## config.mk

```make
export PLATFORM = sky130hd
export DESIGN_NAME = demux_frame_nch
export DESIGN_NICKNAME = d
export VERILOG_FILES = /design/src/rtl/demux_frame_nch_pkg.sv /design/src/rtl/demux_slot_ctr.sv /design/src/rtl/demux_frame_nch.sv
export SDC_FILE = /design/constraint.sdc
export NUM_CORES = 1
export LEC_CHECK = 0
export CAP_MARGIN = 20
export CORE_MARGIN = 2
export CORE_UTILIZATION = 48
export DETAILED_ROUTE_END_ITERATION = 7
export DONT_BUFFER_PORTS = 1
export SYNTH_ARGS = -nofsm -noshare
export SYNTH_HDL_FRONTEND = slang
export SYNTH_SLANG_ARGS = --single-unit
```

## constraint.sdc

```tcl
create_clock -name clk8f -period 2.29 [get_ports clk8f]
set_input_delay 0.229 -clock clk8f [delete_from_list [all_inputs] [get_ports clk8f]]
set_output_delay 0.229 -clock clk8f [all_outputs]
set_load 0.03 [all_outputs]
```

## src/rtl/demux_frame_nch_pkg.sv

```systemverilog
// Shared constants and helpers for the frame demultiplexer family.
// Mode encodings and lane slicing are reused by the mux successor.
package demux_frame_nch_pkg;

    // Pointer advances every cycle
    localparam int DEMUX_SLOT = 0;
    // Pointer advances only on valid beats
    localparam int DEMUX_PACK = 1;

    // Low bit of a lane inside a flattened lane bus
    function automatic int lane_lsb(input int lane, input int width);
        return lane * width;
    endfunction

    // Width of a pointer covering the given lane count
    function automatic int slot_bits(input int channels);
        return (channels > 1) ? $clog2(channels) : 1;
    endfunction

endpackage

```

## src/rtl/demux_slot_ctr.sv

```systemverilog
// Modulo-CHANNELS slot pointer with realign.
// wrap flags the beat that completes a frame.
module demux_slot_ctr
    import demux_frame_nch_pkg::*;
#(
    parameter int CHANNELS = 2,
    localparam int SW = slot_bits(CHANNELS)
) (
    input  logic          clk,
    input  logic          rst_n,
    input  logic          advance,
    input  logic          align,
    output logic [SW-1:0] slot,
    output logic          wrap
);

    localparam logic [SW-1:0] LAST = SW'(CHANNELS - 1);

    logic [SW-1:0] slot_next;

    // Next pointer; align restarts at 0, or at 1 when its beat is taken
    always_comb begin
        slot_next = slot;
        wrap      = 1'b0;
        if (align) begin
            slot_next = advance ? SW'(1) : '0;
        end else if (advance) begin
            if (slot == LAST) begin
                slot_next = '0;
                wrap      = 1'b1;
            end else begin
                slot_next = slot + SW'(1);
            end
        end
    end

    // Pointer register
    always_ff @(posedge clk or negedge rst_n) begin
        if (!rst_n) begin
            slot <= '0;
        end else begin
            slot <= slot_next;
        end
    end

endmodule

```

## src/rtl/demux_frame_nch.sv

```systemverilog
// N-channel frame demultiplexer: serial beats into parallel lanes.
// Completed frames appear on all lanes at once with a one-cycle strobe.
module demux_frame_nch
    import demux_frame_nch_pkg::*;
#(
    parameter int WIDTH = 8,
    parameter int CHANNELS = 2,
    parameter int PACK = DEMUX_SLOT,
    localparam int SW = slot_bits(CHANNELS)
) (
    input  logic                      clk8f,
    input  logic                      reset,
    input  logic [WIDTH-1:0]          data_in,
    input  logic                      valid_in,
    input  logic                      align,
    output logic [WIDTH*CHANNELS-1:0] data_out,
    output logic [CHANNELS-1:0]       valid_out,
    output logic                      frame_strobe,
    output logic [SW-1:0]             slot
);

    localparam bit PACK_MODE = (PACK == DEMUX_PACK);

    logic                accept;
    logic                wrap;
    logic [WIDTH-1:0]    cap_data [CHANNELS];
    logic [CHANNELS-1:0] cap_valid;

    // Pack mode drops invalid beats; slot mode takes every beat
    assign accept = PACK_MODE ? valid_in : 1'b1;

    demux_slot_ctr #(
        .CHANNELS (CHANNELS)
    ) u_slot_ctr (
        .clk     (clk8f),
        .rst_n   (reset),
        .advance (accept),
        .align   (align),
        .slot    (slot),
        .wrap    (wrap)
    );

    genvar s;
    for (s = 0; s < CHANNELS - 1; s++) begin : g_stage
        localparam logic [SW-1:0] IDX = SW'(s);
        localparam logic FIRST = (s == 0);

        logic [WIDTH-1:0] d_q;
        logic             v_q;
        logic             hit;

        assign hit = accept && (align ? FIRST : (slot == IDX));

        // Staging lane: hold the beat aimed at this slot, drop on align
        always_ff @(posedge clk8f or negedge reset) begin
            if (!reset) begin
                d_q <= '0;
                v_q <= 1'b0;
            end else if (hit) begin
                d_q <= data_in;
                v_q <= valid_in;
            end else if (align) begin
                v_q <= 1'b0;
            end
        end

        assign cap_data[s]  = d_q;
        assign cap_valid[s] = v_q;
    end

    // The last lane is fed straight from the completing beat
    assign cap_data[CHANNELS-1]  = data_in;
    assign cap_valid[CHANNELS-1] = valid_in;

    genvar l;
    for (l = 0; l < CHANNELS; l++) begin : g_lane
        localparam int LSB = lane_lsb(l, WIDTH);

        logic [WIDTH-1:0] d_q;
        logic             v_q;

        // Output lane: refresh on frame completion, invalid lanes keep data
        always_ff @(posedge clk8f or negedge reset) begin
            if (!reset) begin
                d_q <= '0;
                v_q <= 1'b0;
            end else if (wrap) begin
                v_q <= cap_valid[l];
                if (cap_valid[l]) begin
                    d_q <= cap_data[l];
                end
            end
        end

        assign data_out[LSB +: WIDTH] = d_q;
        assign valid_out[l]           = v_q;
    end

    // Frame strobe follows the completing beat by one edge
    always_ff @(posedge clk8f or negedge reset) begin
        if (!reset) begin
            frame_strobe <= 1'b0;
        end else begin
            frame_strobe <= wrap;
        end
    end

endmodule

```

==> metrics.txt, run 1 <==
status finished, final reports clean; Switching Share 33.2%; leakage power 0.550 nW; hold_buf cts 2; Seq/Total Area, Yosys roughly two thirds; Vias/cell 5.20; vias in the first global route 599; Yosys reg bits 29; Max Clk Rate 692 MHz; core area 2210 um2; number of diodes 0; arrival time at the worst endpoint roughly 1700 ps; Post-CTS Resized 0; drt wl/cell 17.0 um; global route total overflow 0; Gate Count Post-Synth 66; CTS max path bufs 2; DR vias 520; final WL 1.70 mm; Clock Tree Root clkbuf_4; Req. time, crit path 2490 ps; synth unique cells 10; Worst-Margin Slew 425 ps; register share of total power between 60% and 70%; unrepaired setup endpoints after global routing no; Synth area leader dfrtp_1; R2R Setup Slk between 800 and 900 ps; Final ANT Viol Nets 0; H-tree levels 2; Final Setup Violations 0; Die X roughly 52 um; setup ws final 844 ps; max cap viols 0; total clock sinks 29; clock transition at the registers of the reported paths ~80 ps; # DRC 0; Total Power 1.24 mW; Total GRT Usage 15.8%; top cells by area, synth dfrtp_1 65%, mux2_2 19%, mux2_4 6.7%, nand3b_4 1.8%, o21ai_0 1.3%; switching power approximately 0.41 mW; first-pass GRT wire length 2.78 mm; Int Pwr 0.830 mW; Setup Crit Path Kind reg2reg; VDD IR-drop max 559 uV; CTS tree done; Tcrit/Tclk final 63.1%; port buffer count 0; worst slack, placed 842 ps; Post-CTS Repair Setup Buffers 0; min cycle time layout ~1400 ps; Worst Skew 7.57 ps; Rows 17; Num CTS Buffers 5; initial antenna violation count 0; Clock Latency Late Sink 310 ps; yosys warns 0; layout cells sized above 1 47.2%; Crit. End Element register; I/O pin total 32; initial core utilization 50.3%; crit start category register; first-pass detailed-route iteration total 1; worst min path class in2reg; top cell type's share of synthesized area between 60% and 70%; Hold WS 56.4 ps; Setup TNS 0 ps; PD cells around 1000 nW/um2; Slew HR 71.7%; synthesized area 1110 um2; final hold viol count 0; Clk network pwr share 24.0%; NumNets Final 84; CP Max Fanout 13; Area Overhead vs Synth 8.44%; syn_area_per_cell 16.9 um2; drt initial violations 0; net count after synthesis 78; Slew Limit Fails 0; Die H 52.1 um; Comb pwr share 10.3%; largest net degree at the start of global routing 30; Final GP Congestion 0.607; die area approximately 2700 um2
-- cells in the mapped netlist --
cell type,instances
and2b_4,1
buf_4,2
buf_6,1
dfrtp_1,29
inv_1,4
mux2_2,19
mux2_4,5
nand3b_2,1
nand3b_4,1
o21ai_0,3
-- through the flow --
step                utilization [%]  cells  instance area [um2]
global route                   54.5    100                 1210
detailed placement             50.7     91                 1120
global placement               50.7     91                 1120
floorplan                         -     66                 1110
CTS                            54.5    100                 1210
finish                         54.5    100                 1210
-- worst max-delay path: stages (launching register included) --
cell and delay [ps]:
dfrtp_1 610, and2b_4 370, mux2_2 360
-- routing by layer --
metal	wire length, um	share of wire (%)	vias to the layer above	GRT usage, %
li1	-	-	233	-
met1	672	39	258	16.4
met2	822	48	27	21.9
met3	197	12	2	13.8
met4	9	0.53	0	7.69
met5	0	0	-	0
-- final timing paths --
path	startpoint	endpoint	cells after the start
setup / recovery	u_slot_ctr.slot	g_stage[0].d_q[0]	2
hold / removal	data_in[2]	g_stage[0].d_q[2]	1
setup reg to reg	u_slot_ctr.slot	g_stage[0].d_q[0]	2
hold reg to reg	g_stage[0].d_q[0]	g_lane[0].d_q[0]	1
max in group asynchronous	reset	g_lane[0].d_q[2]	2
min in group asynchronous	reset	g_lane[0].d_q[7]	2
-- cell usage in the layout (no fill, tap or decap) --
cell type	netlist	layout
clkbuf_4	0	5
inv_1	4	4
clkbuf_8	0	1
nand3b_2	1	1
buf_12	0	1
nand3b_4	1	1
and2b_4	1	1
dfrtp_1	29	29
mux2_4	5	5
clkbuf_1	0	1
dlygate4sd3_1	0	1
mux2_2	19	19
o21ai_0	3	3
-- power by group through the flow --
stage	registers [mW]	logic, mW	clock network [mW]
floorplan	0.801	0.123	0
global placement	0.829	0.110	0
detailed placement	0.832	0.115	0
CTS	0.821	0.131	0.317
global route	0.831	0.144	0.341
finish	0.817	0.127	0.298
-- sequential cells by signal, summed over array words and instances (netlist names) --
| register | flops |
|---|---|
| g_lane.d_q | 16 |
| g_lane.v_q | 2 |
| g_stage.d_q | 8 |
| g_stage.v_q | 1 |
| u_slot_ctr.slot | 1 |
| frame_strobe | 1 |
-- logic make-up (layout without fill, tap and decap cells) --
group / count (synthesis) / in the layout / synth area share [%]
AOI/OAI and AO/OA: 3 / 3 / 1.35
buffers and inverters: 7 / 13 / 3.71
DFF: 29 / 29 / 65.2
muxes: 24 / 24 / 26.0
and+or+nand+nor: 3 / 3 / 3.71
-- area by class of cell --
type | count | area, um2
Fill cell | 186 | 1010
Sequential cell | 29 | 726
Multi-Input combinational cell | 30 | 345
Clock buffer | 7 | 55.1
Tap cell | 28 | 35.0
Timing Repair Buffer | 2 | 30.0
Inverter | 4 | 15.0
(Power assumes the default switching activity.)
==> inputs of run 2 (changes only) <==
==> constraint.sdc (replaced) <==
create_clock -name clk8f -period 1.5 [get_ports clk8f]
set_input_delay 0.15 -clock clk8f [delete_from_list [all_inputs] [get_ports clk8f]]
set_output_delay 0.15 -clock clk8f [all_outputs]
set_load 0.03 [all_outputs]
==> run 2 against run 1 <==
Net effect: global-route usage increased by 0.84 points; power grew 56%; critical path depth did not move; largest power group unchanged.
==> metrics.txt, run 2 (synthesis results as in run 1) <==
Die H 52.1 um (unchanged); Final ANT Viol Nets 0 (unchanged); total clock sinks 29 (unchanged); unrepaired setup endpoints after global routing no; worst min path class in2reg; PD cells 1490 nW/um2 (+44%); Setup Crit Path Kind reg2reg; drt initial violations 1 (+1); layout cells sized above 1 42.7% (-4.5 points); NumNets Final 94 (+12%); # DRC 0 (unchanged); Slew HR 79.1% (+7.4 points); first-pass detailed-route iteration total 2 (+1); port buffer count 0 (unchanged); CP Launch Point u_slot_ctr.slot; Die X 52.1 um (unchanged); R2R Setup Slk 280 ps (-560 ps); CTS max path bufs 2 (unchanged); Crit Reg-Reg Endpoint g_stage[0].d_q[7]; path depth of the worst reg2reg path 2 (unchanged); max cap viols 0 (unchanged); global route total overflow 0 (unchanged); Worst Skew 2.39 ps (-5.18 ps); first-pass GRT wire length 3.04 mm (+9.2%); vias in the first global route 616 (+2.8%); Total Power 1.94 mW (+56%); Final Setup Violations 0 (unchanged); worst reg2reg startpoint u_slot_ctr.slot; most frequent cells in the layout 29 x dfrtp_1, 19 x mux2_2, 10 x dlygate4sd3_1; core area 2210 um2 (unchanged); clock transition at the registers of the reported paths 80 ps (about the same); H-tree levels 2 (unchanged); DR vias 590 (+13%); Worst-Margin Slew 314 ps (-111 ps); Slew Limit Fails 0 (unchanged); leakage power 0.592 nW (+7.7%); Total GRT Usage 16.6% (+0.84 points); arrival time at the worst endpoint 1430 ps (-220 ps); final hold viol count 0 (unchanged); largest net degree at the start of global routing 30 (unchanged); Top Registers g_lane.d_q (16), g_stage.d_q (8), g_lane.v_q (2); Post-CTS Resized 0 (unchanged); VDD IR-drop max 915 uV (+64%); Num CTS Buffers 5 (unchanged); hold_sp align; Rows 17 (unchanged); Area Overhead vs Synth 17.2%; crit start category register; CTS tree done; worst setup path end g_stage[0].d_q[7]; Vias/cell 5.36 (+3.1%); status finished, final reports clean; final WL 1.81 mm (+6.1%); Req. time, crit path 1710 ps (-780 ps); Max Clk Rate 821 MHz (+19%); Crit. End Element register; max reg flops 16 (unchanged); commonest non-fill, non-tap cell in the layout dfrtp_1; number of diodes 0 (unchanged); largest reg by FF count g_lane.d_q; min cycle time layout 1220 ps (-227 ps); initial antenna violation count 0 (unchanged); CP Max Fanout 13 (unchanged); die area 2720 um2 (unchanged); Setup TNS 0 ps (unchanged); Clock Latency Late Sink 320 ps (about the same); drt wl/cell 16.4 um (-3.5%); Clock Tree Root clkbuf_4; I/O pin total 32 (unchanged); Post-CTS Repair Setup Buffers 0 (unchanged); initial core utilization 50.3% (unchanged); Tcrit/Tclk final 81.2% (+18 points); Final GP Congestion 0.586 (-3.4%); final core occ 58.9% (+4.4 points)
==> run 2: cell count changes in the layout (fill, tap and decap cells not counted) <==
cell           delta
dlygate4sd3_1     +9
buf_4             +1
==> run 2: layout make-up <==
type	instances	area, um2
timing repair buffer	12	128
inverter	4	15.0
sequential	29	726
clock buffer	7	55.1
tap	28	35.0
multi-input combinational	30	345
fill	201	908
==> run 2: worst max-delay path, stage by stage (launching register included) <==
cell and delay [ps]:
dfrtp_1 440, and2b_4 310, mux2_2 360
==> run 2: worst min-delay path by stage <==
stage | endpoint | slack, ps | depth (start not counted)
4_1_cts | frame_strobe | 110 | 1
3_5_place_dp | g_lane[0].d_q[6] | -140 | 0
6_report | frame_strobe | 120 | 1
2_1_floorplan | frame_strobe | -150 | 0
5_1_grt | frame_strobe | 110 | 1
3_3_place_gp | g_lane[0].d_q[6] | -140 | 0
==> run 2: metrics by stage <==
step	setup slack, ps	instances	hold WS, ps	area (um2)
floorplan	135	66	-146	1110
global placement	307	92	-145	1130
detailed placement	283	92	-145	1130
CTS	262	110	108	1300
global route	233	110	109	1300
finish	281	110	119	1300
==> run 2: timing repair <==
action	CTS	global route
hold endpoints to repair	46	0
hold buffers	11	0
setup endpoints to repair	0	0
==> run 2: power by group <==
group | internal, mW | total (mW) | switching [mW]
sequential | 0.919 | 1.24 | 0.325
clock | 0.221 | 0.469 | 0.248
combinational | 0.145 | 0.224 | 0.0786
==> run 2: layer usage <==
| metal | GRT usage [%] | wire, um | part of all wire (%) |
|---|---|---|---|
| met1 | 19.4 | 751 | 42 |
| met2 | 23.4 | 822 | 46 |
| met3 | 7.76 | 176 | 9.7 |
| met4 | 12.8 | 56 | 3.1 |
| met5 | 0 | 0 | 0 |
==> inputs of run 3 (changes only) <==
==> constraint.sdc (replaced) <==
create_clock -name clk8f -period 1.24 [get_ports clk8f]
set_input_delay 0.124 -clock clk8f [delete_from_list [all_inputs] [get_ports clk8f]]
set_output_delay 0.124 -clock clk8f [all_outputs]
set_load 0.03 [all_outputs]
==> run 3 against run 2 <==
Net effect: global-route usage decreased by 0.64 points; critical endpoint is now g_stage[0].d_q[1]; clock power grew 11%; wire length rose by 0.17%; setup slack got worse by 230 ps; final cell count rose by 7.3%; register-to-register slack lost 230 ps; die area unchanged; critical path depth unchanged; sequential power increased by 14%.
==> metrics.txt, run 3 (synthesis results as in run 1) <==
status finished, final reports clean; first-pass detailed-route iteration total 3 (+1); Final Setup Violations 0 (unchanged); Multi-input gate area 345 um2 (unchanged); Top Registers g_lane.d_q (16), g_stage.d_q (8), g_lane.v_q (2); VDD IR-drop max 1050 uV (+15%); dpl cell area 1170 um2 (+4.1%); largest reg by FF count g_lane.d_q; Slew HR 78.7% (-0.35 points); port buffer count 0 (unchanged); Setup TNS 0 ps (unchanged); arrival time at the worst endpoint 1400 ps (-30 ps); crit start category register; Crit. End Element register; NumNets Final 101 (+7.4%); Total GRT Usage 16.0% (-0.64 points); Slew Limit Fails 0 (unchanged); worst min path class in2reg; final WL 1.81 mm (+0.17%); global route total overflow 0 (unchanged); path depth of the worst reg2reg path 2 (unchanged); leakage power 0.621 nW (+4.9%); final hold viol count 0 (unchanged); Hold WS 137 ps (+17.8 ps); Rows 17 (unchanged); filler instances 182 (-9.5%); CP Max Fanout 12 (-1); Tcrit/Tclk final 96.0% (+15 points); Clock Latency Late Sink 310 ps (about the same); drt initial violations 2 (+1); Setup Crit Path Kind reg2reg; PD cells 1750 nW/um2 (+18%); Area Overhead vs Synth 21.5%; core area 2210 um2 (unchanged); initial antenna violation count 0 (unchanged); die area 2720 um2 (unchanged); number of diodes 0 (unchanged); Final GP Congestion 0.688 (+17%); final core occ 61.1% (+2.1 points); post-route cell area 1350 um2 (+3.6%); I/O pin total 32 (unchanged); H-tree levels 2 (unchanged); # DRC 0 (unchanged); CTS max path bufs 2 (unchanged); WHS Endpoint u_slot_ctr.slot; most frequent cells in the layout 28 x dfrtp_1, 19 x mux2_2, 10 x dlygate4sd3_1; Worst-Margin Slew 319 ps (+5.32 ps); Sequential Area 727 um2 (+0.17%); DR vias 592 (+0.34%); Max Clk Rate 840 MHz (+2.4%); Clock Tree Root clkbuf_4; Die X 52.1 um (unchanged); DP HPWL 1.09 mm; drt wl/cell 15.3 um (-6.6%); vias in the first global route 641 (+4.1%); CTS tree done; total clock sinks 29 (unchanged); Crit Reg-Reg Endpoint g_stage[0].d_q[1]; unrepaired setup endpoints after global routing no; commonest non-fill, non-tap cell in the layout dfrtp_1; min cycle time layout 1190 ps (-28.6 ps); first-pass GRT wire length 2.86 mm (-5.7%); max reg flops 16 (unchanged); Worst Skew 1.66 ps (-0.730 ps); max cap viols 0 (unchanged); hold_sp align; Req. time, crit path 1450 ps (-260 ps); Vias/cell 5.02 (-6.5%); Die H 52.1 um (unchanged); Num CTS Buffers 5 (unchanged); layout cells sized above 1 46.7% (+4.0 points); clock transition at the registers of the reported paths 80 ps (about the same); R2R Setup Slk 50 ps (-230 ps); worst reg2reg startpoint u_slot_ctr.slot; hold depth 2 (+1); initial core utilization 50.3% (unchanged); largest net degree at the start of global routing 30 (unchanged); Final ANT Viol Nets 0 (unchanged)
## run 3: changes by cell type in the layout (fill, tap and decap cells not counted)
| cell | previous run | this run |
|---|---|---|
| dfrtp_2 | 0 | 1 |
| buf_4 | 1 | 8 |
| dfrtp_1 | 29 | 28 |
| clkbuf_1 | 1 | 3 |
| clkbuf_8 | 1 | 0 |
## run 3: worst max path at each step
| stage | start | end | slack (ps) | depth (start not counted) |
|---|---|---|---|---|
| after global placement | u_slot_ctr.slot | g_stage[0].d_q[7] | 60 | 2 |
| after CTS | u_slot_ctr.slot | g_stage[0].d_q[7] | 30 | 2 |
| after detailed placement | u_slot_ctr.slot | g_stage[0].d_q[7] | 50 | 2 |
| after global routing | u_slot_ctr.slot | g_stage[0].d_q[1] | 7 | 2 |
| final | u_slot_ctr.slot | g_stage[0].d_q[1] | 50 | 2 |
| after floorplan | u_slot_ctr.slot | g_stage[0].d_q[2] | -2 | 3 |
## run 3: repair_timing
action	in CTS	in global routing
resized for setup	0	0
setup endpoints to repair	0	1
buffers inserted	0	1
endpoints found under the hold margin	46	0
hold buffers	11	0
## run 3: stage by stage
step           total power, mW  std cells  setup WS (ps)
3_3_place_gp              1.80         98           60.9
6_report                  2.37        118           49.8
5_1_grt                   2.50        118           7.21
3_5_place_dp              1.82         98           46.5
4_1_cts                   2.40        117           34.3
2_1_floorplan             1.71         66          -1.98
## run 3: per-layer routing
layer	GRT usage [%]	vias to the layer above	wire [um]
li1	-	274	-
met1	17.2	290	732
met4	10.3	0	38
met2	25.7	23	915
met5	0	-	0
met3	6.61	5	123
## run 3: power breakdown
part / switching (mW) / internal, mW / total (mW)
combinational: 0.206 / 0.234 / 0.440
clock: 0.296 / 0.226 / 0.522
sequential: 0.295 / 1.11 / 1.41
## run 3: cell type report
class | instances | share of cell area [%]
clock buffer | 8 | 3.61
timing repair buffer | 19 | 13.3
tap | 28 | 2.59
sequential | 29 | 53.8
inverter | 4 | 1.11
multi-input combinational | 30 | 25.6
## run 3: worst max-delay path, cell delays in order (launching register included)
cell and delay [ps]:
dfrtp_2 420, and2b_4 300, mux2_2 360
